==> config.mk <==
export PLATFORM = sky130hd
export DESIGN_NAME = head_table_wr_sched_flat
export DESIGN_NICKNAME = d
export VERILOG_FILES = /design/src/rtl/head_table_wr_sched_if.sv /design/src/rtl/head_table_wr_sched.sv /design/src/flat_wrapper.sv
export SDC_FILE = /design/constraint.sdc
export NUM_CORES = 1
export LEC_CHECK = 0
export BUFFER_PORTS_ARGS = -buffer_cell sky130_fd_sc_hd__buf_2
export CORE_ASPECT_RATIO = 1.5
export CORE_MARGIN = 8
export CORE_UTILIZATION = 35
export DETAILED_ROUTE_END_ITERATION = 8
export GPL_TIMING_DRIVEN = 0
export HOLD_SLACK_MARGIN = 0.03
export PLACE_DENSITY = 0.69
export SLEW_MARGIN = 0
export SYNTH_ARGS = -nofsm -noshare
export SYNTH_HDL_FRONTEND = slang
export SYNTH_SLANG_ARGS = --single-unit
export TNS_END_PERCENT = 1
==> constraint.sdc <==
create_clock -name clk_i -period 2.02 [get_ports clk_i]
set_clock_uncertainty 0.2 [all_clocks]
set_input_delay 0.202 -clock clk_i [delete_from_list [all_inputs] [get_ports clk_i]]
set_output_delay 0.202 -clock clk_i [all_outputs]
set_load 0.02 [all_outputs]
==> src/rtl/head_table_wr_sched_if.sv <==
// Head-table types plus the bundle between the insert/delete engines, the write scheduler and the head RAM write port.
// Master drives requests and clear; slave is the scheduler, which returns readies, the RAM write port and status.
package head_table_pkg;
   localparam int BUCKET_WIDTH = 10;
   localparam int ENTRY_WIDTH  = 12;

   typedef struct packed {
      logic [ENTRY_WIDTH-1:0] ptr;
      logic                   ptr_val;
   } head_ram_data_t;
endpackage

interface head_table_wr_sched_if #(
   parameter int A_WIDTH = head_table_pkg::BUCKET_WIDTH,
   parameter int D_WIDTH = $bits(head_table_pkg::head_ram_data_t)
);
   logic [A_WIDTH-1:0] req0_addr_i;
   logic [D_WIDTH-1:0] req0_data_i;
   logic               req0_valid_i;
   logic               req0_ready_o;

   logic [A_WIDTH-1:0] req1_addr_i;
   logic [D_WIDTH-1:0] req1_data_i;
   logic               req1_valid_i;
   logic               req1_ready_o;

   logic               clear_i;

   logic [A_WIDTH-1:0] wr_addr_o;
   logic [D_WIDTH-1:0] wr_data_o;
   logic               wr_en_o;

   logic               init_done_o;
   logic               busy_o;

   modport master (
      output req0_addr_i, req0_data_i, req0_valid_i,
      output req1_addr_i, req1_data_i, req1_valid_i,
      output clear_i,
      input  req0_ready_o, req1_ready_o,
      input  wr_addr_o, wr_data_o, wr_en_o,
      input  init_done_o, busy_o
   );

   modport slave (
      input  req0_addr_i, req0_data_i, req0_valid_i,
      input  req1_addr_i, req1_data_i, req1_valid_i,
      input  clear_i,
      output req0_ready_o, req1_ready_o,
      output wr_addr_o, wr_data_o, wr_en_o,
      output init_done_o, busy_o
   );
endinterface

==> src/rtl/head_table_wr_sched.sv <==
// Head RAM write-port owner: zero sweep after reset/clear, then round-robin between insert and delete writers.
// Accepted request reaches the RAM port one cycle later; readies held low while sweeping, in reset and on a clear cycle.
module head_table_wr_sched #(
   parameter int A_WIDTH = head_table_pkg::BUCKET_WIDTH,
   parameter int D_WIDTH = $bits(head_table_pkg::head_ram_data_t)
) (
   input  logic                 clk_i,
   input  logic                 rst_i,
   head_table_wr_sched_if.slave bus
);

   typedef enum logic {
      S_CLEAR = 1'b0,
      S_RUN   = 1'b1
   } state_t;

   localparam logic [A_WIDTH:0] CNT_ONE  = {{A_WIDTH{1'b0}}, 1'b1};
   localparam logic [A_WIDTH:0] CNT_LAST = {1'b0, {A_WIDTH{1'b1}}};

   state_t             state_q, state_d;
   logic [A_WIDTH:0]   cnt_q, cnt_d;
   logic               last_grant_q, last_grant_d;
   logic               wr_en_q, wr_en_d;
   logic [A_WIDTH-1:0] wr_addr_q, wr_addr_d;
   logic [D_WIDTH-1:0] wr_data_q, wr_data_d;
   logic               init_done_q, init_done_d;
   logic               gnt0, gnt1;

   always_ff @(posedge clk_i) begin
      if (rst_i) begin
         state_q      <= S_CLEAR;
         cnt_q        <= '0;
         last_grant_q <= 1'b1;
         wr_en_q      <= 1'b0;
         wr_addr_q    <= '0;
         wr_data_q    <= '0;
         init_done_q  <= 1'b0;
      end else begin
         state_q      <= state_d;
         cnt_q        <= cnt_d;
         last_grant_q <= last_grant_d;
         wr_en_q      <= wr_en_d;
         wr_addr_q    <= wr_addr_d;
         wr_data_q    <= wr_data_d;
         init_done_q  <= init_done_d;
      end
   end

   always_comb begin
      state_d      = state_q;
      cnt_d        = cnt_q;
      last_grant_d = last_grant_q;
      wr_en_d      = 1'b0;
      wr_addr_d    = wr_addr_q;
      wr_data_d    = wr_data_q;
      init_done_d  = init_done_q;
      gnt0         = 1'b0;
      gnt1         = 1'b0;

      case (state_q)
         S_CLEAR: begin
            // An empty bucket is the all-zero word: null pointer, valid bit clear.
            wr_en_d   = 1'b1;
            wr_addr_d = cnt_q[A_WIDTH-1:0];
            wr_data_d = '0;
            cnt_d     = cnt_q + CNT_ONE;
            if (cnt_q == CNT_LAST) begin
               state_d     = S_RUN;
               cnt_d       = '0;
               init_done_d = 1'b1;
            end
         end
         S_RUN: begin
            if (bus.clear_i) begin
               state_d     = S_CLEAR;
               cnt_d       = '0;
               init_done_d = 1'b0;
            end else begin
               // On a tie, last_grant_q == 1 means requester 1 went last, so requester 0 goes now.
               gnt0 = bus.req0_valid_i && (!bus.req1_valid_i || last_grant_q);
               gnt1 = bus.req1_valid_i && (!bus.req0_valid_i || !last_grant_q);
               if (gnt0) begin
                  wr_en_d      = 1'b1;
                  wr_addr_d    = bus.req0_addr_i;
                  wr_data_d    = bus.req0_data_i;
                  last_grant_d = 1'b0;
               end else if (gnt1) begin
                  wr_en_d      = 1'b1;
                  wr_addr_d    = bus.req1_addr_i;
                  wr_data_d    = bus.req1_data_i;
                  last_grant_d = 1'b1;
               end
            end
         end
         default: begin
            state_d = S_CLEAR;
            cnt_d   = '0;
         end
      endcase
   end

   assign bus.req0_ready_o = gnt0 && !rst_i;
   assign bus.req1_ready_o = gnt1 && !rst_i;
   assign bus.wr_en_o      = wr_en_q;
   assign bus.wr_addr_o    = wr_addr_q;
   assign bus.wr_data_o    = wr_data_q;
   assign bus.init_done_o  = init_done_q;
   assign bus.busy_o       = !init_done_q;

endmodule
==> src/flat_wrapper.sv <==
// flat-port wrapper written by rule: the top's interface ports become plain ports
module head_table_wr_sched_flat 
#(
   parameter int A_WIDTH = head_table_pkg::BUCKET_WIDTH,
   parameter int D_WIDTH = $bits(head_table_pkg::head_ram_data_t)
)
  (clk_i, rst_i, bus_req0_addr_i, bus_req0_data_i, bus_req0_valid_i, bus_req1_addr_i, bus_req1_data_i, bus_req1_valid_i, bus_clear_i, bus_req0_ready_o, bus_req1_ready_o, bus_wr_addr_o, bus_wr_data_o, bus_wr_en_o, bus_init_done_o, bus_busy_o);
  head_table_wr_sched_if #(.A_WIDTH(A_WIDTH), .D_WIDTH(D_WIDTH)) bus_i ();
  input  logic clk_i;
  input  logic rst_i;
  input wire logic [$bits(bus_i.req0_addr_i)-1:0] bus_req0_addr_i;
  input wire logic [$bits(bus_i.req0_data_i)-1:0] bus_req0_data_i;
  input wire logic [$bits(bus_i.req0_valid_i)-1:0] bus_req0_valid_i;
  input wire logic [$bits(bus_i.req1_addr_i)-1:0] bus_req1_addr_i;
  input wire logic [$bits(bus_i.req1_data_i)-1:0] bus_req1_data_i;
  input wire logic [$bits(bus_i.req1_valid_i)-1:0] bus_req1_valid_i;
  input wire logic [$bits(bus_i.clear_i)-1:0] bus_clear_i;
  output wire logic [$bits(bus_i.req0_ready_o)-1:0] bus_req0_ready_o;
  output wire logic [$bits(bus_i.req1_ready_o)-1:0] bus_req1_ready_o;
  output wire logic [$bits(bus_i.wr_addr_o)-1:0] bus_wr_addr_o;
  output wire logic [$bits(bus_i.wr_data_o)-1:0] bus_wr_data_o;
  output wire logic [$bits(bus_i.wr_en_o)-1:0] bus_wr_en_o;
  output wire logic [$bits(bus_i.init_done_o)-1:0] bus_init_done_o;
  output wire logic [$bits(bus_i.busy_o)-1:0] bus_busy_o;
  assign bus_i.req0_addr_i = bus_req0_addr_i;
  assign bus_i.req0_data_i = bus_req0_data_i;
  assign bus_i.req0_valid_i = bus_req0_valid_i;
  assign bus_i.req1_addr_i = bus_req1_addr_i;
  assign bus_i.req1_data_i = bus_req1_data_i;
  assign bus_i.req1_valid_i = bus_req1_valid_i;
  assign bus_i.clear_i = bus_clear_i;
  assign bus_req0_ready_o = bus_i.req0_ready_o;
  assign bus_req1_ready_o = bus_i.req1_ready_o;
  assign bus_wr_addr_o = bus_i.wr_addr_o;
  assign bus_wr_data_o = bus_i.wr_data_o;
  assign bus_wr_en_o = bus_i.wr_en_o;
  assign bus_init_done_o = bus_i.init_done_o;
  assign bus_busy_o = bus_i.busy_o;
  head_table_wr_sched #(.A_WIDTH(A_WIDTH), .D_WIDTH(D_WIDTH)) u_core (.clk_i(clk_i), .rst_i(rst_i), .bus(bus_i));
endmodule
==> metrics.csv <==
metric,value,unit
status,finished clean,
fin crit share,95.9,%
final max-slew violation count,0,
"slowest stage delay, CP",0.45,ns
Starting Density,36.4,%
cells after synthesis,249,
clock buffer depth,2,
Area growth syn-to-layout,30.5,%
drt first pass iters,4,
vias post-DR,2119,
Die Y,108,µm
TritonCTS clock tree,yes,
largest net degree at the start of global routing,13,
Mapped Area,1980,µm²
Setup Crit Path Kind,flip-flop to primary output,
"area leader, netlist",dfxtp_1,
crit end category,primary output,
die area,8380,µm²
Slew @ Worst Pin,0.548,ns
H-Tree Depth,2,
cells along the critical path,"nand2b_1, nor2_4, and3_1, buf_2",
Root Buffer,clkbuf_8,
"FFs w/ async S/R, synth",0,%
final wirelength,6.34,mm
vias per cell,5.23,
First DRT Iteration DRCs,157,
Post-CTS Hold Fix Bufs,0,
final net count,386,
antenna fix cells,0,
die width,77.4,µm
port buffer count,77,
Mean Syn Cell Area,7.96,µm²
vias in the first global route,2132,
Post-synth top cells,"a21oi_1, dfxtp_1, and3_1",
CP Max Fanout,9,
Hold Fails Final Rpt,0,
Post-synth EDFFs,0,
DP HPWL,4.87,mm
Final GP Congestion,0.853,
final global-route overflow total,0,
dpl ws,0.0416,ns
Synth area leaders,"dfxtp_1, a21oi_1, a21boi_0, and3_1, o21ai_0",
post-route DRC violation count,0,
Worst Path Buf+Inv,1,
Max Cap Violations,0,
Max Fclk,516,MHz
CTS buffer count,5,
yosys warns,0,
type of origin of the critical path,flip-flop,
CTS clock-pin slew for the worst setup and hold paths,0.08,ns
"Primary FF master, synth",dfxtp_1,
Synth top area share,38.4,%
Cell variety after synth,30,
"Core Util, Final",47.5,%
core box area,5450,µm²
Sink Count,38,
Seq cells post-synth,38,
crit-path leading delay family,simple AND/OR/NAND/NOR gates,
Rows,33,
ANT nets after route,0,
I/O pin count,79,
minimum clock period,1.94,ns
first-pass GRT wire length,10.0,mm
"Seq/Total Area, Yosys",38.4,%
initial antenna violation count,0,
setup ws final,0.0834,ns
Slew HR,63.4,%
crit path max-delay cell type,dfxtp_2,
worst skew pair latency,0.29,ns
Total GRT Usage,14.5,%
placed cell count,396,
Post-Layout Cell Count,405,
Syn Nets,301,
Final Setup Violations,0,
ratio of cells with drive above 1 in the final layout,29.6,%
hold crit path type,input pin to flip-flop,
CP required,1.62,ns
Static Leakage,0.00117,µW
routed length per instance,15.7,µm
maximum vdd ir drop,510,µV
pwr dens,631,nW/µm²
RSZ-0062 raised after global routing,yes,
critical path arrival,1.53,ns
[sequential cells by signal (all words and copies together) (netlist names)]
name / cells
u_core.bus.wr_addr_o: 10
u_core.cnt_q: 11
u_core.bus.init_done_o: 1
u_core.last_grant_q: 1
u_core.state_q: 1
u_core.bus.wr_en_o: 1
u_core.bus.wr_data_o: 13
[stage by stage]
step | power (µW) | setup TNS [ns] | instance area (µm²) | hold WS (ns)
2_1_floorplan | 919 | 0 | 1980 | 0.203
3_3_place_gp | 1000 | 0 | 2450 | 0.238
3_5_place_dp | 1000 | 0 | 2450 | 0.241
4_1_cts | 1640 | 0 | 2570 | 0.0562
5_1_grt | 1700 | -0.00660 | 2590 | 0.0752
6_report | 1630 | 0 | 2590 | 0.0680
[worst reg2reg max path, cell delays in order, from the launching register on]
cell and delay [ns]:
dfxtp_2 0.35, ha_2 0.21, and4_4 0.19, buf_6 0.13
a311oi_4 0.31, buf_6 0.18, a31oi_1 0.10, a31oi_1 0.15
[report_power, final]
group	internal, µW	total [µW]	switching [µW]
logic	97.8	189	91.4
clock network	364	639	275
registers	773	803	29.3
[cell type report]
class	count	area, µm²
Clock inverter	3	40.0
Fill cell	576	2860
Multi-Input combinational cell	188	1120
Timing Repair Buffer	78	393
Buffer	22	110
Inverter	1	3.75
Tap cell	70	87.6
Clock buffer	5	68.8
Sequential cell	38	763
[cells by family (layout without fill, tap and decap cells)]
family                     Yosys count  count (layout)  share of synthesized area, %
buffers and inverters               23             109                          5.62
adders and majority gates            1               1                         0.631
DFF                                 38              38                          38.4
and+or+nand+nor                     83              83                          22.8
xor gates and xnor gates             2               2                         0.884
AOI/OAI and AO/OA                  102             102                          31.7
[repair_timing]
| action | in CTS | in global routing |
|---|---|---|
| pin swaps | 0 | 1 |
| hold endpoints to repair | 0 | 0 |
| gates cloned | 0 | 0 |
| resized for setup | 2 | 7 |
| buffers inserted | 0 | 1 |
| setup endpoints to repair | 2 | 15 |
[layer usage]
layer | track usage (%) | share of wire [%] | vias up
met5 | 0 | 0 | -
met2 | 27.2 | 53 | 64
met3 | 3.32 | 4.7 | 7
met1 | 15.2 | 40 | 984
met4 | 5.69 | 1.6 | 0
li1 | - | - | 1064
[worst paths after layout]
check | start | endpoint | slack, ns | depth (start not counted)
max | u_core.state_q | bus_req0_ready_o | 0.08 | 4
min | bus_clear_i | u_core.cnt_q[10] | 0.07 | 4
max reg2reg | u_core.cnt_q[0] | u_core.cnt_q[8] | 0.12 | 7
min reg2reg | u_core.bus.wr_data_o[10] | u_core.bus.wr_data_o[10] | 0.25 | 2
[placed cells by master, fill, tap and decap left out, types with 2 or more instances in the layout]
cell type  netlist  layout
clkbuf_1        17      15
a21oi_1         38      38
dfxtp_2          0       2
buf_2            2      79
clkbuf_2         0       2
clkinv_2         0       2
and3_1          26      26
nand2b_1         4       4
nand3_1          4       4
xnor2_1          2       2
o21ai_1          7       7
clkbuf_8         0       5
a22o_1           4       4
buf_6            3       3
nand2_1         22      22
dfxtp_1         38      36
o21ai_0         17      17
and4_1           2       2
nand3b_1         2       2
nor2_1           8       7
a31oi_1          7       7
nor2b_1         12      12
a21boi_0        23      23
(Power assumes the default switching activity.)
